==> src/rtl/cf_io_spi_bridge.sv <==
// CompactFlash I/O-mode register slave feeding a buffered SPI master (all logic in the CLK domain).
// Optional CF_SPI_IREQ_EN adds the active-low IREQ output and the CTRL[3]/STATUS[7] interrupt bits.
//
// state   | meaning
// S_IDLE  | SCLK parked at CPOL, waiting for enable and TX data
// S_LOAD  | pop TX head into the shift register
// S_SHIFT | 16 SCLK edges, one every DIV+1 CLKs
// S_DONE  | push received byte into RX (or flag overflow)
module cf_io_spi_bridge #(
    parameter int NUM_SS     = 1,
    parameter int FIFO_DEPTH = 16,
    parameter int DIV_W      = 8
) (
    input  logic              CLK,
    input  logic              RESET,
    input  logic [7:0]        D_in,
    output logic [7:0]        D_out,
    output logic              DDIR,
    input  logic [2:0]        A,
    input  logic              CE1,
    input  logic              IORD,
    input  logic              IOWR,
    output logic              WAIT,
    output logic              INPACK,
    output logic [NUM_SS-1:0] SS,
    output logic              SCLK,
    output logic              MOSI,
`ifdef CF_SPI_IREQ_EN
    output logic              IREQ,
`endif
    input  logic              MISO
);
    localparam int AW = $clog2(FIFO_DEPTH);
    localparam int CW = AW + 1;

    typedef enum logic [1:0] {S_IDLE, S_LOAD, S_SHIFT, S_DONE} spi_state_t;

    logic ce1_m, ce1_s, iord_m, iord_s, iord_d, iowr_m, iowr_s, iowr_d;
    logic [2:0] a_m, a_s, wr_addr;
    logic [7:0] wr_data, reg_rd, status;
    logic ack, wr_act, rd_act, rd_pop;
    logic rd_start, rd_end, wr_start, wr_end, wr_commit;

    logic [3:0] ctrl_q;
    logic [DIV_W-1:0] div_q;
    logic [NUM_SS-1:0] ssr_q;
    logic rx_ovf, tx_ovf, irq_pend;

    logic [7:0] tx_mem [FIFO_DEPTH];
    logic [7:0] rx_mem [FIFO_DEPTH];
    logic [AW-1:0] tx_wp, tx_rp, rx_wp, rx_rp;
    logic [CW-1:0] tx_cnt, rx_cnt;
    logic tx_full, tx_empty, rx_full, rx_empty;
    logic tx_push, tx_pop, tx_drop, rx_push, rx_pop, rx_drop, rx_done;

    spi_state_t state, state_nx;
    logic [7:0] sh_tx, sh_tx_nx, sh_rx, sh_rx_nx;
    logic [3:0] edge_cnt, edge_nx;
    logic [DIV_W-1:0] div_cnt, div_cnt_nx;
    logic sclk_nx, mosi_nx, busy;

`ifdef CF_SPI_IREQ_EN
    localparam logic [3:0] CTRL_MASK = 4'hF;
    assign irq_pend = ctrl_q[3] && (!rx_empty || (tx_empty && !busy) || rx_ovf);
    assign IREQ     = !irq_pend;
`else
    localparam logic [3:0] CTRL_MASK = 4'h7;
    assign irq_pend = 1'b0;
`endif

    assign rd_start  = iord_d && !iord_s && !ce1_s;
    assign rd_end    = !iord_d && iord_s;
    assign wr_start  = iowr_d && !iowr_s && !ce1_s;
    assign wr_end    = !iowr_d && iowr_s;
    assign wr_commit = wr_end && wr_act;
    assign WAIT      = !((!IORD || !IOWR) && !ack);
    assign SS        = ~ssr_q;

    assign tx_full  = (tx_cnt == CW'(FIFO_DEPTH));
    assign tx_empty = (tx_cnt == '0);
    assign rx_full  = (rx_cnt == CW'(FIFO_DEPTH));
    assign rx_empty = (rx_cnt == '0);
    assign tx_push  = wr_commit && (wr_addr == 3'd0) && !tx_full;
    assign tx_drop  = wr_commit && (wr_addr == 3'd0) && tx_full;
    assign rx_push  = rx_done && !rx_full;
    assign rx_drop  = rx_done && rx_full;
    assign rx_pop   = rd_end && rd_pop;
    assign busy     = (state != S_IDLE);
    assign status   = {irq_pend, tx_ovf, rx_ovf, busy, rx_full, rx_empty, tx_empty, tx_full};

    always_comb begin
        reg_rd = '0;
        case (a_s)
            3'd0: reg_rd = rx_empty ? 8'h00 : rx_mem[rx_rp];
            3'd1: reg_rd = status;
            3'd2: reg_rd = {4'b0000, ctrl_q};
            3'd3: reg_rd = div_q[7:0];
            3'd4: for (int i = 8; i < DIV_W && i < 16; i++) reg_rd[i-8] = div_q[i];
            3'd5: for (int i = 0; i < NUM_SS; i++) reg_rd[i] = ssr_q[i];
            default: reg_rd = '0;
        endcase
    end

    // Host side: strobes synchronised, data latched while synced IOWR is low
    always_ff @(posedge CLK or negedge RESET) begin
        if (!RESET) begin
            {ce1_m, ce1_s, iord_m, iord_s, iord_d, iowr_m, iowr_s, iowr_d} <= '1;
            a_m     <= '0;
            a_s     <= '0;
            wr_addr <= '0;
            wr_data <= '0;
            ack     <= 1'b0;
            wr_act  <= 1'b0;
            rd_act  <= 1'b0;
            rd_pop  <= 1'b0;
            D_out   <= '0;
            DDIR    <= 1'b0;
            INPACK  <= 1'b1;
        end else begin
            ce1_m  <= CE1;
            ce1_s  <= ce1_m;
            iord_m <= IORD;
            iord_s <= iord_m;
            iord_d <= iord_s;
            iowr_m <= IOWR;
            iowr_s <= iowr_m;
            iowr_d <= iowr_s;
            a_m    <= A;
            a_s    <= a_m;
            if (rd_start || wr_start) ack <= 1'b1;
            else if (rd_end || wr_end) ack <= 1'b0;
            if (!iowr_s) begin
                wr_data <= D_in;
                wr_addr <= a_s;
            end
            if (wr_start) wr_act <= 1'b1;
            else if (wr_end) wr_act <= 1'b0;
            if (rd_start) begin
                rd_act <= 1'b1;
                rd_pop <= (a_s == 3'd0) && !rx_empty;
                D_out  <= reg_rd;
                DDIR   <= 1'b1;
                INPACK <= 1'b0;
            end else if (rd_end) begin
                rd_act <= 1'b0;
                rd_pop <= 1'b0;
                DDIR   <= 1'b0;
                INPACK <= 1'b1;
            end
        end
    end

    always_ff @(posedge CLK or negedge RESET) begin
        if (!RESET) begin
            ctrl_q <= '0;
            div_q  <= '0;
            ssr_q  <= '0;
            rx_ovf <= 1'b0;
            tx_ovf <= 1'b0;
        end else begin
            if (wr_commit) begin
                case (wr_addr)
                    3'd1: begin
                        if (wr_data[5]) rx_ovf <= 1'b0;
                        if (wr_data[6]) tx_ovf <= 1'b0;
                    end
                    3'd2: ctrl_q <= wr_data[3:0] & CTRL_MASK;
                    3'd3: div_q[7:0] <= wr_data;
                    3'd4: for (int i = 8; i < DIV_W && i < 16; i++) div_q[i] <= wr_data[i-8];
                    3'd5: for (int i = 0; i < NUM_SS; i++) ssr_q[i] <= wr_data[i];
                    default: ;
                endcase
            end
            // A new overflow in the same cycle as a clear wins
            if (rx_drop) rx_ovf <= 1'b1;
            if (tx_drop) tx_ovf <= 1'b1;
        end
    end

    always_ff @(posedge CLK or negedge RESET) begin
        if (!RESET) begin
            tx_wp  <= '0;
            tx_rp  <= '0;
            tx_cnt <= '0;
            rx_wp  <= '0;
            rx_rp  <= '0;
            rx_cnt <= '0;
        end else begin
            if (tx_push) tx_wp <= tx_wp + AW'(1);
            if (tx_pop)  tx_rp <= tx_rp + AW'(1);
            if (rx_push) rx_wp <= rx_wp + AW'(1);
            if (rx_pop)  rx_rp <= rx_rp + AW'(1);
            tx_cnt <= tx_cnt + CW'(tx_push) - CW'(tx_pop);
            rx_cnt <= rx_cnt + CW'(rx_push) - CW'(rx_pop);
        end
    end

    always_ff @(posedge CLK) begin
        if (tx_push) tx_mem[tx_wp] <= wr_data;
        if (rx_push) rx_mem[rx_wp] <= sh_rx;
    end

    always_ff @(posedge CLK or negedge RESET) begin
        if (!RESET) begin
            state    <= S_IDLE;
            sh_tx    <= '0;
            sh_rx    <= '0;
            edge_cnt <= '0;
            div_cnt  <= '0;
            SCLK     <= 1'b0;
            MOSI     <= 1'b0;
        end else begin
            state    <= state_nx;
            sh_tx    <= sh_tx_nx;
            sh_rx    <= sh_rx_nx;
            edge_cnt <= edge_nx;
            div_cnt  <= div_cnt_nx;
            SCLK     <= sclk_nx;
            MOSI     <= mosi_nx;
        end
    end

    always_comb begin
        state_nx   = state;
        sh_tx_nx   = sh_tx;
        sh_rx_nx   = sh_rx;
        edge_nx    = edge_cnt;
        div_cnt_nx = div_cnt;
        sclk_nx    = SCLK;
        mosi_nx    = MOSI;
        tx_pop     = 1'b0;
        rx_done    = 1'b0;
        case (state)
            S_IDLE: begin
                sclk_nx = ctrl_q[1];
                if (ctrl_q[0] && !tx_empty) state_nx = S_LOAD;
            end
            S_LOAD: begin
                tx_pop     = 1'b1;
                sh_tx_nx   = tx_mem[tx_rp];
                sh_rx_nx   = '0;
                edge_nx    = '0;
                div_cnt_nx = div_q;
                if (!ctrl_q[2]) mosi_nx = tx_mem[tx_rp][7];
                state_nx   = S_SHIFT;
            end
            S_SHIFT: begin
                if (div_cnt != '0) begin
                    div_cnt_nx = div_cnt - DIV_W'(1);
                end else begin
                    div_cnt_nx = div_q;
                    sclk_nx    = !SCLK;
                    edge_nx    = edge_cnt + 4'd1;
                    // edge_cnt counts edges already taken, so even edge_cnt is an odd edge
                    if (edge_cnt[0] == ctrl_q[2]) begin
                        sh_rx_nx = {sh_rx[6:0], MISO};
                    end else begin
                        mosi_nx  = ctrl_q[2] ? sh_tx[7] : sh_tx[6];
                        sh_tx_nx = {sh_tx[6:0], 1'b0};
                    end
                    if (edge_cnt == 4'd15) state_nx = S_DONE;
                end
            end
            S_DONE: begin
                rx_done  = 1'b1;
                state_nx = (ctrl_q[0] && !tx_empty) ? S_LOAD : S_IDLE;
            end
            default: state_nx = S_IDLE;
        endcase
    end
endmodule

==> config.mk <==
export PLATFORM = sky130hd
export DESIGN_NAME = cf_io_spi_bridge
export DESIGN_NICKNAME = d
export VERILOG_FILES = /design/src/rtl/cf_io_spi_bridge.sv
export SDC_FILE = /design/constraint.sdc
export NUM_CORES = 1
export LEC_CHECK = 0
export BUFFER_PORTS_ARGS = -buffer_cell sky130_fd_sc_hd__buf_2
export CAP_MARGIN = 10
export CORE_ASPECT_RATIO = 1.25
export CORE_MARGIN = 4
export CORE_UTILIZATION = 60
export DETAILED_ROUTE_END_ITERATION = 12
export PLACE_DENSITY = 0.87
export SYNTH_ARGS = -nofsm -noshare
export SYNTH_HDL_FRONTEND = slang
export SYNTH_SLANG_ARGS = --single-unit
==> constraint.sdc <==
create_clock -name CLK -period 3.91 [get_ports CLK]
set_input_delay 0.782 -clock CLK [delete_from_list [all_inputs] [get_ports CLK]]
set_output_delay 0.782 -clock CLK [all_outputs]
set_load 0.05 [all_outputs]
# Word-level counts from Yosys, hierarchy flattened
# Memory sizes are Yosys's and may differ from the RTL's.
# Cells that the tools add are included.
[op_classes]
muxes = 48
n_bitwise = 1
n_reduce_logical = 62
n_eq_ne = 21
add_sub_neg = 10
[ops]
columns = ["op", "count"]
rows = [
  ["8-bit 2-to-1 mux", 6],
  ["8-bit one-hot mux with 2 select lines", 3],
  ["1-bit 2-to-1 mux", 29],
  ["7-bit one-hot mux with 4 select lines", 1],
  ["2-bit nonzero test", 12],
  ["4-bit by 1-bit adder with 4-bit output (second input constant)", 5],
  ["1-bit logical AND", 16],
  ["3-bit AND reduction", 5],
  ["1-bit zero test", 14],
  ["3-bit by 2-bit equality test with 1-bit output (second input constant)", 4],
  ["2-bit inequality test (second input constant)", 6],
  ["5-bit by 1-bit adder with 5-bit output", 2],
  ["5-bit equality test (second input constant)", 2],
  ["5-bit zero test", 2],
  ["2-bit AND reduction", 5],
  ["5-bit by 1-bit subtractor with 5-bit output", 2],
  ["2-bit one-hot mux with 4 select lines", 1],
  ["4-bit one-hot mux with 2 select lines", 1],
  ["8-bit nonzero test", 1],
  ["8-bit by 1-bit subtractor with 8-bit output (second input constant)", 1],
  ["3-bit by 1-bit equality test with 1-bit output (second input constant)", 2],
  ["3-bit equality test (second input constant)", 2],
  ["3-bit zero test", 2],
  ["2-bit 2-to-1 mux", 3],
  ["other kinds (11)", 15],
]
[word_totals]
inputBits = 17
output_inout_bits = 14
regBits = 110
ramBits = 256
memories = 2
[memory_table]
columns = ["memory", "words", "word_bits", "read_ports", "rd_clocked_by_memory_dff", "write_ports", "line_no", "source"]
rows = [
  ["rx_mem", 16, 8, 1, 0, 1, "50", "logic [7:0] rx_mem [FIFO_DEPTH];"],
  ["tx_mem", 16, 8, 1, 0, 1, "49", "logic [7:0] tx_mem [FIFO_DEPTH];"],
]

# Longest topological paths before layout
# Gate-level depths: netlist of the first run.
[logic_depth]
depth_word = 7
mapped_depth = 15

# Least setup slack after synthesis of the first run
# OpenSTA, ideal clock, no wires.
[synth_path]
kind = "reg-to-reg"
start = "reg tx_cnt[2]"
end = "reg tx_cnt[4]"
t_arrival_ps = 2607
setup_ps = 123
path_buffers = 0
slack_ps = 1180
synth_period_minus_slack_ps = 2730
stages_incl_launch_ff = 14
path_cell_list = "dfrtp_1 > inv_1 > ha_1 > and4bb_2 > nor4b_4 > inv_2 > ha_1 > inv_1 > ha_1 > fa_1 > a21oi_1 > nor2_1 > nor2_1 > xnor2_1"
[synth_between]
elab_chain_cells = 5
[synth_rtl]
columns = ["item", "line_no", "source"]
rows = [
  ["start, declared", "52", "logic [CW-1:0] tx_cnt, rx_cnt;"],
  ["start signal, assigned", "193", "tx_cnt <= tx_cnt + CW'(tx_push) - CW'(tx_pop);"],
  ["5-bit equality test", "79", "assign tx_full = (tx_cnt == CW'(FIFO_DEPTH));"],
  ["1-bit zero test", "83", "assign tx_push = wr_commit && (wr_addr == 3'd0) && !tx_full;"],
  ["1-bit logical AND", "83", ""],
  ["5-bit by 1-bit adder with 5-bit output *", "193", ""],
  ["5-bit by 1-bit subtractor with 5-bit output *", "193", ""],
]
# Every way passes the cells marked *; elsewhere a longest branch is shown, timed or not.
# A chain may end at the register's enable or synchronous reset.

# Final worst setup path of the first run
[layout_path]
start = "reg iowr_s"
end = "reg tx_cnt[4]"
[layout_between]
elab_chain_cells = 6
[layout_rtl]
columns = ["item", "line_no", "source"]
rows = [
  ["start, declared", "38", "logic ce1_m, ce1_s, iord_m, iord_s, iord_d, iowr_m, iowr_s, iowr_d;"],
  ["start signal, assigned", "126", "iowr_s <= iowr_m;"],
  ["1-bit logical AND", "74", "assign wr_end = !iowr_d && iowr_s;"],
  ["1-bit logical AND", "75", "assign wr_commit = wr_end && wr_act;"],
  ["1-bit logical AND (2 in series)", "83", ""],
  ["5-bit by 1-bit adder with 5-bit output", "193", ""],
  ["5-bit by 1-bit subtractor with 5-bit output", "193", ""],
]
# No other way between the ends.

==> results of run 1 <==
[registers in the layout (all words and copies together) (netlist names), 4 cells and up]
| signal | count |
|---|---|
| tx_wp | 4 |
| rx_rp | 4 |
| div_cnt | 8 |
| edge_cnt | 4 |
| rx_cnt | 5 |
| tx_mem | 128 |
| sh_tx | 8 |
| sh_rx | 8 |
| rx_wp | 4 |
| tx_cnt | 5 |
| D_out | 8 |
| wr_data | 8 |
| div_q | 8 |
| rx_mem | 128 |
| tx_rp | 4 |
[cell usage in the layout (no fill, tap or decap), drive strengths merged, types with 4 or more instances in the layout]
master | synthesis | final
nand3 | 23 | 23
xnor2 | 15 | 15
o21ai | 41 | 41
nand4 | 5 | 5
and2 | 11 | 11
a21oi | 24 | 24
nor4 | 11 | 11
nor2 | 35 | 35
a211oi | 4 | 4
a211o | 6 | 6
ha | 29 | 29
a31oi | 8 | 8
a22oi | 18 | 18
mux2i | 34 | 34
nor3 | 13 | 13
dfstp | 9 | 9
nand2 | 42 | 42
o22ai | 9 | 9
clkbuf | 26 | 50
buf | 17 | 52
edfxtp | 256 | 256
nor3b | 6 | 6
nand2b | 5 | 5
xor2 | 7 | 7
mux4 | 57 | 57
mux2 | 31 | 31
clkinv | 0 | 6
dfrtp | 101 | 101
nor2b | 5 | 5
inv | 51 | 53
[final cells by class]
type	instances	area, µm²	share of cell area [%]
flip-flops and latches	366	10500	62.4
multi-input cells	477	4310	25.7
clock buffers	50	942	5.62
well taps	330	413	2.46
repair buffers	52	343	2.05
inverters	51	191	1.14
clock inverters	10	114	0.679
[routing by layer]
metal  track usage [%]  routed length, µm
met5                 0                  0
met3              3.53               2100
met4              8.97               1240
met2              44.8              18100
met1              31.4              12000
[final timing paths]
kind	cells past startpoint	end	from
setup / recovery	11	tx_cnt[4]$_DFF_PN0_	iowr_s$_DFF_PN1_
setup reg to reg	11	tx_cnt[4]$_DFF_PN0_	iowr_s$_DFF_PN1_
min in group asynchronous	1	sh_rx[3]$_DFFE_PN0P_	RESET
max in group asynchronous	2	iowr_s$_DFF_PN1_	RESET
hold reg to reg	0	ce1_s$_DFF_PN1_	ce1_m$_DFF_PN1_
hold / removal	0	ce1_s$_DFF_PN1_	ce1_m$_DFF_PN1_
[metrics by stage]
step           setup WS [ns]  util (%)  cell area [µm²]  power (µW)
2_1_floorplan           1.18         -            15100        7120
3_3_place_gp           0.852      63.7            15700        7750
3_5_place_dp           0.759      63.7            15700        7900
4_1_cts                0.715      68.0            16800       11100
5_1_grt                0.521      68.0            16800       11600
6_report               0.726      68.0            16800       11100
[worst max-delay path: cells and delay by family, from the launching register on]
family	cells	cell delay, ns
DFF	1	0.73
buffers and inverters	2	0.19
and+or+nand+nor	4	0.92
AOI/OAI and AO/OA	1	0.16
adders and majority gates	3	0.94
xor gates and xnor gates	1	0.15
[power by group]
part           internal, µW  switching [µW]  total, µW
Sequential             4540             523       5060
Combinational          1240            1600       2840
Clock                  1820            1370       3180
[cell families after synthesis]
logic type      share of synthesized area, %
compound gates                          5.38
buf+inv                                 2.58
mux                                     13.0
simple gates                            6.09
flops                                   69.0
fa+ha+maj                               2.66
xor+xnor                                1.27
==> metrics.txt, run 1 <==
max-slew violation count=0; flops & latches, synth=~370; gr ovfl total=0; syn_nets=around 990; Hold WC Path Type=flip-flop to flip-flop; CTS clock-pin slew for the worst setup and hold paths=0.06 ns; fin crit period=roughly 3.2 ns; DR WL/cell=roughly 25 µm; RePlAce Congestion=0.830; EDFF count, synth=256; slew of the pin with the lowest slew margin=about 1.0 ns; Yosys top cell by area=edfxtp_1; fraction of layout cells with a size suffix above 1=between 20 and 25%; drt via density=roughly 6.5; antenna-violating nets left=0; initial antenna violation count=1; Crit-path slowest cell=dfstp_2; slowest stage delay, CP=approximately 0.73 ns; Slew headroom=between 30 and 40%; Final Hold Fails=0; CP max FO=16; # fillers=roughly 1600; crit start category=flip-flop; fmax=approximately 0.31 GHz; crit end category=flip-flop; vias in the first global route=between 8000 and 9000; final setup vio count=0; Leak=approximately 0.006 µW; die width=around 150 µm; H-tree depth=2; clk_skew=approximately 0.024 ns; pin count of the biggest net entering global routing=64; yosys warns=0; Worst-Skew Late Latency=~0.52 ns; Min Hold Slack=0.355 ns; Die H=roughly 190 µm; leading post-synthesis cells by cell area=edfxtp_1, dfrtp_1, mux4_2, ha_1, mux2_2; Post-CTS Setup Inserts=0; nets@finish=~1000; Max Cap Viol=0; root buffer cell=clkbuf_16; gr usage total=25.0%; Post-synth top cells=edfxtp_1, dfrtp_1, mux4_2, inv_1, nand2_1; Post-route DRC=0; setup TNS=0 ns; CP Data Arrival Time=approximately 3.6 ns; core box area=between 0.02 and 0.025 mm²; PortBufs=30; 1st-pass router iterations=5; HPWL Detailed=20.8 mm; status=completed; r2r setup slk=between 0.7 and 0.8 ns; Initial Util=roughly three fifths; Main synth FF type=edfxtp_1; asr flop ratio synth=30.1%; Syn Std Cell Area=between 0.015 and 0.02 mm²; TritonCTS Sinks=between 300 and 400; total die area=0.0279 mm²; Placed Cells=between 1000 and 1500; Max Buffers Root-to-Sink=3; First DRT Iteration DRCs=~1000; CP Cell Sequence=and4bb_2 > nor4b_4 > inv_2 > ha_1 > inv_1 > ha_1 > fa_1 > a21oi_1 > nor2_1 > nor2_1 > xnor2_1; cts hold-fix bufs=0; Num CTS Buffers=34; Layout area overhead=10.7%; Yosys cell types=61; RSZ-0062 raised after global routing=false; top cell type's share of synthesized area=between 50% and 60%; Seq/Total Area, Yosys=between 60% and 70%; Routed WL=33.4 mm; Worst EP required=4.34 ns; first-pass GRT wire length=approximately 52 mm; routed vias=~8600; # IOs=31; TritonCTS clock tree=yes; Post-Syn Area per Cell=roughly 16 µm²; n_diodes=0; PD cells=approximately 660 mW/mm²; Tcrit/Tclk final=~81%; VDD IR max=between 0.5 and 0.6 mV; count leader, synth=edfxtp_1; critical path class=flip-flop to flip-flop; post-cts resize count=0; row cnt=64; Syn Inst Count=~940; Post-Layout Cell Count=1336
No activity file was read; power rests on OpenSTA's default activity.
==> run 2, diff against run 1 <==
ABC_AREA = 1   (was not set)
clock period = 3.2 ns   (was 3.91 ns; I/O delays follow)
==> run 2 against run 1 <==
Register-to-register slack worse by 0.54 ns. Flip-flop and latch count stayed put. Worst hold slack worse by 0.26 ns. Synthesized cell count is 69% higher. Maximum frequency is 5.8% higher. Setup slack worse by 0.54 ns. Via count is 29% higher. Sequential share of layout area is 3.2 points lower. Cell count is 48% higher. Area after synthesis is 6.3% higher. Clock power is 27% higher. Critical path type unchanged.
==> metrics.txt, run 2 <==
gr usage total=about a quarter; CP endpoint=tx_cnt[4]$_DFF_PN0_; vias in the first global route=around 11000; asr flop ratio synth=30.1%; Post-CTS Setup Inserts=0; Max Cap Viol=0; Crit-path slowest cell=dfstp_2; Seq/Total Area, Yosys=about two thirds; crit start category=flip-flop; CP Buf/Inv Count=2; Routed WL=between 30 and 40 mm; Num CTS Buffers=35; CTS clock-pin slew for the worst setup and hold paths=0.06 ns; Reg2Reg Depth=13; fmax=about 0.33 GHz; 1st-pass router iterations=6; RePlAce Congestion=between 1 and 1.5; final setup vio count=0; gr ovfl total=0; PortBufs=30; slew of the pin with the lowest slew margin=approximately 1.2 ns; H-tree depth=2; leading post-synthesis cells by cell area=edfxtp_1, dfrtp_1, nand2_1, inv_1, nand3_1; # IOs=31; HPWL Detailed=approximately 23 mm; CP Cell Sequence=inv_2 > nor2_4 > nand2_2 > nor4_4 > nand2_2 > ha_1 > inv_1 > ha_1 > fa_1 > a21oi_1 > nor2_1 > nor2_1 > xor2_1; routing usage on met1=a little under a third; TritonCTS Sinks=between 300 and 400; Post-synth top cells=nand2_1, edfxtp_1, inv_1, nand3_1, nor2_1; Die H=approximately 190 µm; clk_skew=roughly 0.037 ns; Slew headroom=between 10% and 20%; Layout area overhead=9.76%; drt via density=5.66; die width=between 150 and 200 µm; r2r endpoint=tx_cnt[4]$_DFF_PN0_; Leak=about 0.0077 µW; CP Data Arrival Time=between 3 and 4 ns; pin count of the biggest net entering global routing=between 60 and 70; Syn Inst Count=1584; RSZ-0062 raised after global routing=false; TritonCTS clock tree=yes; Int Power=around 9000 µW; syn_nets=between 1500 and 2000; cell depth of the worst setup path=13; largest registers=rx_mem x128, tx_mem x128; Initial Util=between 60% and 70%; row cnt=66; VDD IR max=about 0.76 mV; n_diodes=0; count leader, synth=nand2_1; core box area=roughly 0.026 mm²; Final Hold Fails=0; PD cells=roughly 800 mW/mm²; Post-route DRC=0; commonest cells after routing, fill and taps aside=nand2_1, edfxtp_1, inv_1, nand3_1, nor2_1; Global Route met3 Usage=3.35%; FF-to-FF Start=iowr_s$_DFF_PN1_; Worst-Skew Late Latency=0.54 ns; GR peak layer=met2; beginning of the critical path=iowr_s$_DFF_PN1_; # fillers=about 1800; status=completed; Main synth FF type=edfxtp_1; clock share of power=roughly 28%; Hold WC Path Type=input pin to asynchronous set/reset pin; Yosys cell types=37; root buffer cell=clkbuf_16; Flop pwr share=around 43%; met2 Resource Use GR=a little over two fifths; Syn Std Cell Area=around 0.016 mm²; nets@finish=1656; most common cell after layout, fill and taps aside=nand2_1; DR WL/cell=18.2 µm; cts hold-fix bufs=0; fin crit period=~3 ns; post-cts resize count=0; Tcrit/Tclk final=a little over nine tenths; top cell type's share of synthesized area=47.7%; fraction of layout cells with a size suffix above 1=between 8 and 9%; Overall Power=around 14000 µW; antenna-violating nets left=0; switch share=a little over a third; first-pass GRT wire length=~57 mm; switching power=around 5100 µW; flops & latches, synth=about 370; Logic pwr share=a little under 30%; setup TNS=0 ns; Top Family by Delay on Critical Path=adder cells; EDFF count, synth=256; Post-Syn Area per Cell=around 10 µm²; Worst EP required=between 3 and 4 ns; crit end category=flip-flop; routed vias=approximately 11000; total die area=just under 0.03 mm²; slowest stage delay, CP=~0.61 ns; Yosys top cell by area=edfxtp_1; First DRT Iteration DRCs=between 1000 and 1500; max-slew violation count=0; critical path class=flip-flop to flip-flop; CP max FO=19; Max Buffers Root-to-Sink=3; initial antenna violation count=0; yosys warns=0; r2r setup slk=0.19 ns
## run 2: cell types whose count changed after synthesis, sizes merged, moves of 12 or more
cell   change
a22oi     -18
buf       +24
inv      +179
mux2      -31
mux2i     -34
mux4      -57
nand2    +377
nand3    +106
nor2      +78
nor3      +16
o21ai     +61
xnor2     -12
xor2      +16
## run 2: area by class of cell
cell class / count / area [µm²] / share of cell area (%)
clock inverters: 10 / 120 / 0.680
multi-input cells: 928 / 4500 / 25.5
inverters: 233 / 876 / 4.96
clock buffers: 53 / 1010 / 5.73
repair buffers: 44 / 283 / 1.60
well taps: 340 / 425 / 2.41
flip-flops and latches: 366 / 10500 / 59.1
## run 2: worst min path at each step
stage,slack (ns),end
2_1_floorplan,0.33,a_s[0]$_DFF_PN0_
5_1_grt,0.12,DDIR$_DFFE_PN0P_
3_3_place_gp,0.33,a_s[1]$_DFF_PN0_
4_1_cts,0.1,tx_rp[0]$_DFFE_PN0P_
6_report,0.1,DDIR$_DFFE_PN0P_
3_5_place_dp,0.35,iord_s$_DFF_PN1_
## run 2: metrics by stage
stage	instance area [µm²]	worst slack [ns]	hold WS (ns)	utilization (%)	std cells
final	17700	0.190	0.0975	67.3	1974
after global routing	17700	0.00110	0.123	67.3	1974
after CTS	17700	0.182	0.0978	67.3	1974
after detailed placement	16500	0.300	0.349	63.0	1911
after global placement	16500	0.391	0.334	63.0	1911
after floorplan	16100	0.668	0.331	-	1584
## run 2: kinds of logic after synthesis
logic type / after synthesis / share of synthesized area (%)
and+or+nand+nor: 712 / 18.6
buffers and inverters: 290 / 7.13
DFF: 366 / 64.9
AOI/OAI and AO/OA: 159 / 5.45
adders and majority gates: 31 / 2.50
xor gates and xnor gates: 26 / 1.41
## run 2: power by group through the flow
stage | Clock [µW] | Sequential (µW) | Combinational, µW
after floorplan | 0 | 5980 | 2990
after global placement | 0 | 6080 | 3790
after detailed placement | 0 | 6120 | 3990
after CTS | 4070 | 6030 | 4070
after global routing | 4290 | 6090 | 4620
final | 4050 | 6050 | 4100
## run 2: metal layers
layer | up-vias | part of all wire [%]
li1 | 5215 | -
met1 | 5344 | 37
met2 | 492 | 51
met3 | 124 | 6.5
met4 | 0 | 4.7
met5 | - | 0
## run 2: worst register-to-register path, cell delays in order, from the launching register on
cell and delay, ns:
dfstp_2 0.61, inv_2 0.15, nor2_4 0.14, nand2_2 0.08
nor4_4 0.21, nand2_2 0.17, ha_1 0.32, inv_1 0.05
ha_1 0.20, fa_1 0.44, a21oi_1 0.22, nor2_1 0.07
nor2_1 0.11, xor2_1 0.16
